**config.mk**
```make
export PLATFORM = sky130hd
export DESIGN_NAME = fma_align_pipe
export DESIGN_NICKNAME = d
export VERILOG_FILES = /design/src/rtl/fma_pkg.sv /design/src/rtl/fma_align_pipe_stage.sv /design/src/rtl/fma_align_pipe.sv
export SDC_FILE = /design/constraint.sdc
export NUM_CORES = 1
export LEC_CHECK = 0
export CAP_MARGIN = 20
export CORE_MARGIN = 3
export CORE_UTILIZATION = 65
export DETAILED_ROUTE_END_ITERATION = 16
export DONT_BUFFER_PORTS = 1
export PLACE_DENSITY = 0.85
export RECOVER_POWER = 25
export SLEW_MARGIN = 20
export SYNTH_ARGS = -nofsm -noshare
export SYNTH_HDL_FRONTEND = slang
export SYNTH_SLANG_ARGS = --single-unit
export TNS_END_PERCENT = 100
```
**constraint.sdc**
```tcl
create_clock -name clk -period 3.04 [get_ports clk]
set_input_delay 0.456 -clock clk [delete_from_list [all_inputs] [get_ports clk]]
set_output_delay 0.456 -clock clk [all_outputs]
set_load 0.05 [all_outputs]
```
**src/rtl/fma_pkg.sv**
```systemverilog
// fma_pkg: widths, stage payload and shamt-slice helper for fma_align_pipe.
// ALIGN_GRS_EN widens the carried data by two bits so guard/round survive the pipeline.
package fma_pkg;
    localparam int SIG_WIDTH   = 23;
    localparam int SHAMT_WIDTH = 7;
    localparam int TAG_WIDTH   = 4;
    localparam int OUT_W       = 3*(SIG_WIDTH+1)+7;
    localparam int PAD_W       = OUT_W-SIG_WIDTH-2;
`ifdef ALIGN_GRS_EN
    localparam int EXT_W       = 2;
`else
    localparam int EXT_W       = 0;
`endif
    localparam int DATA_W      = OUT_W+EXT_W;
    localparam int PAY_W       = DATA_W+1+SHAMT_WIDTH+TAG_WIDTH;

    typedef struct packed {
        logic [DATA_W-1:0]      data;
        logic                   sticky;
        logic [SHAMT_WIDTH-1:0] shamt;
        logic [TAG_WIDTH-1:0]   tag;
    } payload_t;

    // shamt bits owned by stage k of n, LSB group first
    function automatic logic [SHAMT_WIDTH-1:0] stage_mask(input int k, input int n);
        int lo;
        int hi;
        lo = k*SHAMT_WIDTH/n;
        hi = (k+1)*SHAMT_WIDTH/n;
        return SHAMT_WIDTH'((1 << hi) - (1 << lo));
    endfunction
endpackage

```
**src/rtl/fma_align_pipe_stage.sv**
```systemverilog
// align_shift_stage: one registered alignment stage; shifts by its shamt slice and folds
// every bit pushed past bit 0 into the running sticky.
module align_shift_stage
    import fma_pkg::*;
#(
    parameter int K  = 0,
    parameter int NS = 2
) (
    input  logic             clk,
    input  logic             rst_n,
    input  logic             i_valid,
    output logic             o_ready,
    input  logic [PAY_W-1:0] i_p,
    output logic             o_valid,
    input  logic             i_ready,
    output logic [PAY_W-1:0] o_p
);
    localparam logic [SHAMT_WIDTH-1:0] MASK = stage_mask(K, NS);
    payload_t               w_in;
    payload_t               w_nxt;
    logic [SHAMT_WIDTH-1:0] w_amt;
    logic                   r_v;
    payload_t               r_p;
    always_comb begin
        w_in         = payload_t'(i_p);
        w_amt        = w_in.shamt & MASK;
        w_nxt.data   = w_in.data >> w_amt;
        w_nxt.sticky = w_in.sticky | (|(w_in.data & ~({DATA_W{1'b1}} << w_amt)));
        w_nxt.shamt  = w_in.shamt & ~MASK;
        w_nxt.tag    = w_in.tag;
    end
    assign o_ready = ~r_v | i_ready;
    assign o_valid = r_v;
    assign o_p     = r_p;
    always_ff @(posedge clk or negedge rst_n) begin
        if (!rst_n) begin
            r_v <= 1'b0;
            r_p <= '0;
        end else if (o_ready) begin
            r_v <= i_valid;
            if (i_valid) r_p <= w_nxt;
        end
    end
endmodule

```
**src/rtl/fma_align_pipe.sv**
```systemverilog
// fma_align_pipe: STAGES-deep addend aligner with valid/ready, exact sticky and tag passthrough.
// ALIGN_GRS_EN adds out_guard/out_round and removes those two bits from out_sticky.
module fma_align_pipe
    import fma_pkg::*;
#(
    parameter int STAGES = 2
) (
    input  logic                   clk,
    input  logic                   rst_n,
    input  logic                   in_valid,
    output logic                   in_ready,
    input  logic [SIG_WIDTH:0]     in_c,
    input  logic [SHAMT_WIDTH-1:0] in_shamt,
    input  logic [TAG_WIDTH-1:0]   in_tag,
    output logic                   out_valid,
    input  logic                   out_ready,
    output logic [OUT_W-1:0]       out_c_al,
    output logic                   out_sticky,
`ifdef ALIGN_GRS_EN
    output logic                   out_guard,
    output logic                   out_round,
`endif
    output logic [TAG_WIDTH-1:0]   out_tag
);
    logic             w_v   [STAGES+1];
    logic             w_rdy [STAGES+1];
    logic [PAY_W-1:0] w_p   [STAGES+1];
    payload_t         w_head;
    payload_t         w_tail;
    logic             w_unused;
    always_comb begin
        w_head.data   = {1'b0, in_c, {(PAD_W+EXT_W){1'b0}}};
        w_head.sticky = 1'b0;
        w_head.shamt  = in_shamt;
        w_head.tag    = in_tag;
    end
    assign w_p[0]        = w_head;
    assign w_v[0]        = in_valid;
    assign in_ready      = w_rdy[0];
    assign w_rdy[STAGES] = out_ready;
    for (genvar k = 0; k < STAGES; k++) begin : g_stage
        align_shift_stage #(.K(k), .NS(STAGES)) u_stage (
            .clk     (clk),
            .rst_n   (rst_n),
            .i_valid (w_v[k]),
            .o_ready (w_rdy[k]),
            .i_p     (w_p[k]),
            .o_valid (w_v[k+1]),
            .i_ready (w_rdy[k+1]),
            .o_p     (w_p[k+1])
        );
    end
    assign w_tail     = payload_t'(w_p[STAGES]);
    assign out_valid  = w_v[STAGES];
    assign out_c_al   = w_tail.data[DATA_W-1:EXT_W];
    assign out_sticky = w_tail.sticky;
    assign out_tag    = w_tail.tag;
`ifdef ALIGN_GRS_EN
    assign out_guard  = w_tail.data[1];
    assign out_round  = w_tail.data[0];
`endif
    // residual shamt is fully consumed by the last stage
    assign w_unused   = ^w_tail.shamt;
endmodule

```
==> impl_results.md <==
* YS warnings at 0
* Root Buffer: clkbuf_8
* Slew headroom at 39.8%
* Post-synthesis simple-gate area fraction at 11.5%
* TritonCTS clock tree: built
* Post-synth EDFFs at 0
* Seq cells post-synth at 124
* Clock Tree Buf Depth at 2
* Top cells by count, synth: 124 x dfrtp_1, 124 x nand2_1, 67 x mux2i_1
* Worst Path Required at 3.45 ns
* Worst Hold Class: input port to asynchronous set/reset pin
* Initial Utilization at 68.2%
* Number of global-route vias before repair at 5047
* Gr ovfl total at 0
* Dpl cell area at 6420 sq um
* PwrDens at 807 nW/um^2
* Core ar. at 9420 sq um
* Gpl congestion at 0.918
* Syn Inst Count at 613
* Routed len/inst at 23.1 um
* Synthesized area at 6420 sq um
* Max Fclk at 0.428 GHz
* Violated checks: hold timing
* H-tree Lvls at 4
* Setup bufs post-CTS at 0
* Startpoint types: flop
* Final WS setup at 0.702 ns
* HPWL after DPL at 11.8 mm
* Largest net degree at the start of global routing at 125
* Min cycle time layout at 2.34 ns
* Max-cap violations at 0
* Filler Cell Count at 623
* Post-Synth Adder-Cell Area at 0%
* Wire length on met1 at 6.63 mm
* Site Rows at 35
* Crit path kind: flop to flop
* Setup WS pre-CTS at 0.774 ns
* Max Slew Vio Count at 0
* Lkg Pwr at 3.17 nW
* Mux share of post-synthesis cell area at 19.6%
* Synthesized Nets at 652
* DRT Pass-1 Iters at 5
* Ant. Diodes at 0
* Syn avg cell area at 10.5 sq um
* CTS Sinks at 124
* Initial DRC Count at 537
* Resize count post-CTS at 0
* Hold slack at -0.373 ns
* Most used DFF post-synth: dfrtp_1
* Crit-path max FO at 24
* Yosys cell types at 51
* Number of buffers created by CTS at 17
* Routed wire length at 17.0 mm
* Largest family of logic cells by synthesized area: multiplexers
* Status: complete, but fails checks
* Final TNS setup at 0 ns
* Die area at 11100 sq um
* Final Skew at 0.00869 ns
* Reg2reg setup slack at 0.70 ns
* I/O pin cnt at 125
* XOR/XNOR Fraction of Synth Area at 0%
* Share of cells above drive strength 1 at 15.4%
* # port buffers at 0
* GRT Resource Usage Total at 32.0%
* DRC errors left at 0
* Clock transition at path regs at 0.06 ns
* Slew at the pin with the worst max-slew slack at 0.903 ns
* Sequential-to-total area share from yosys stat at 48.3%
* Detail Route Antenna Nets at 0
* Die X at 105 um
* Post-synth ARST share at 100%
* Design area at 7040 sq um
* Top routing layer in use: met4
* Fin crit share at 76.9%
* Area Growth Syn to Fin at 9.73%
* Vias at 5012
* Worst skew pair latency at 0.53 ns
* Fraction of the mapped netlist area in compound gates at 16.1%
* First-pass GRT wire length at 27.8 mm
* Worst IR drop on VDD at 0.000373 V
* WP data arrival at 2.75 ns
* Initial antenna violation count at 0
* Cell taking the most area after synthesis: dfrtp_1
* Final setup vio count at 0
* Yosys top cell area share at 48.3%
* Die height at 105 um
* RSZ-0062 raised after global routing: no
* Crit end category: flop
* Met3 Wirelength at 1.65 mm
* Core Util, Final at 74.8%
* Final-stage net count at 635
* WL met2 at 8.24 mm
* Vias per inst at 6.79
* Hold Fails Final Rpt at 124
* Area contributors post-synth: dfrtp_1 48%, mux2i_1 10%, nand2_1 7.3%
==> per-layer routing <==
layer	vias up	global-route usage [%]
met4	0	12.5
li1	2194	-
met2	303	51.9
met3	49	9.19
met1	2466	40.7
met5	-	0
==> power by group <==
part | total, W | leakage (nW) | internal (W) | switching, W
registers | 0.00267 | 1.63 | 0.00186 | 0.000807
logic | 0.000879 | 1.23 | 0.000376 | 0.000503
clock network | 0.00214 | 0.304 | 0.00135 | 0.000793
==> cell usage in the layout, fill, tap and decap left out, types with 4 or more instances in the layout <==
cell	synthesis	routed
clkbuf_16	0	16
mux2_2	23	23
nand2b_1	6	6
mux2_4	6	6
a22oi_1	9	9
mux2_1	5	5
nor4_1	6	6
a221o_1	7	7
a22oi_2	6	6
nand2_1	124	122
mux2i_1	67	67
inv_6	0	4
buf_4	7	10
a22o_1	11	11
nand3_1	4	4
o21ai_1	53	53
o22a_1	7	7
mux4_2	8	8
o22ai_1	13	13
nor2_1	17	17
clkinv_4	0	5
o21ai_0	22	22
dfrtp_1	124	124
bufinv_16	0	4
o221ai_1	7	7
==> critical path, cell delays in order, from the launching register on <==
cell,delay (ns)
dfrtp_1,0.87
buf_4,0.32
mux2i_1,0.58
o22ai_1,0.22
a22o_1,0.23
==> cells by family (layout without fill, tap and decap cells) <==
kind of cell	Yosys count	count (layout)
multiplexers	109	109
AO/OA/AOI/OAI	154	154
AND/OR/NAND/NOR	173	173
other	1	1
buffers and inverters	52	48
flip-flops	124	124
==> layout make-up <==
class	count	area [sq um]	share of cell area, %
Tap cell	129	161	2.29
Clock inverter	15	211	3.00
Sequential cell	124	3100	44.0
Timing Repair Buffer	11	95.1	1.35
Clock buffer	17	414	5.88
Inverter	5	18.8	0.266
Multi-Input combinational cell	437	3040	43.2
==> state kept, by name, indices dropped and copies added, names as in the netlist <==
signal / flops
g_stage.u_stage.o_valid: 2
g_stage.u_stage.o_p: 122
==> worst paths after layout <==
check | startpoint | end | cells after the start
max | g_stage[0].u_stage.o_p[7]$_DFFE_PN0P_ | g_stage[1].u_stage.o_p[45]$_DFFE_PN0P_ | 4
min | rst_n | g_stage[1].u_stage.o_p[13]$_DFFE_PN0P_ | 0
max reg2reg | g_stage[0].u_stage.o_p[7]$_DFFE_PN0P_ | g_stage[1].u_stage.o_p[45]$_DFFE_PN0P_ | 4
min reg2reg | g_stage[0].u_stage.o_p[1]$_DFFE_PN0P_ | g_stage[1].u_stage.o_p[1]$_DFFE_PN0P_ | 1
max in group asynchronous | rst_n | g_stage[0].u_stage.o_p[85]$_DFFE_PN0P_ | 0
min in group clk | in_shamt[1] | g_stage[0].u_stage.o_p[89]$_DFFE_PN0P_ | 1
==> metrics by stage <==
step | std cells | power (W)
after detailed placement | 706 | 0.00354
after global routing | 738 | 0.00588
after global placement | 706 | 0.00349
after floorplan | 613 | 0.00329
after CTS | 738 | 0.00568
final | 738 | 0.00569
No activity file was read; power rests on OpenSTA's default activity.
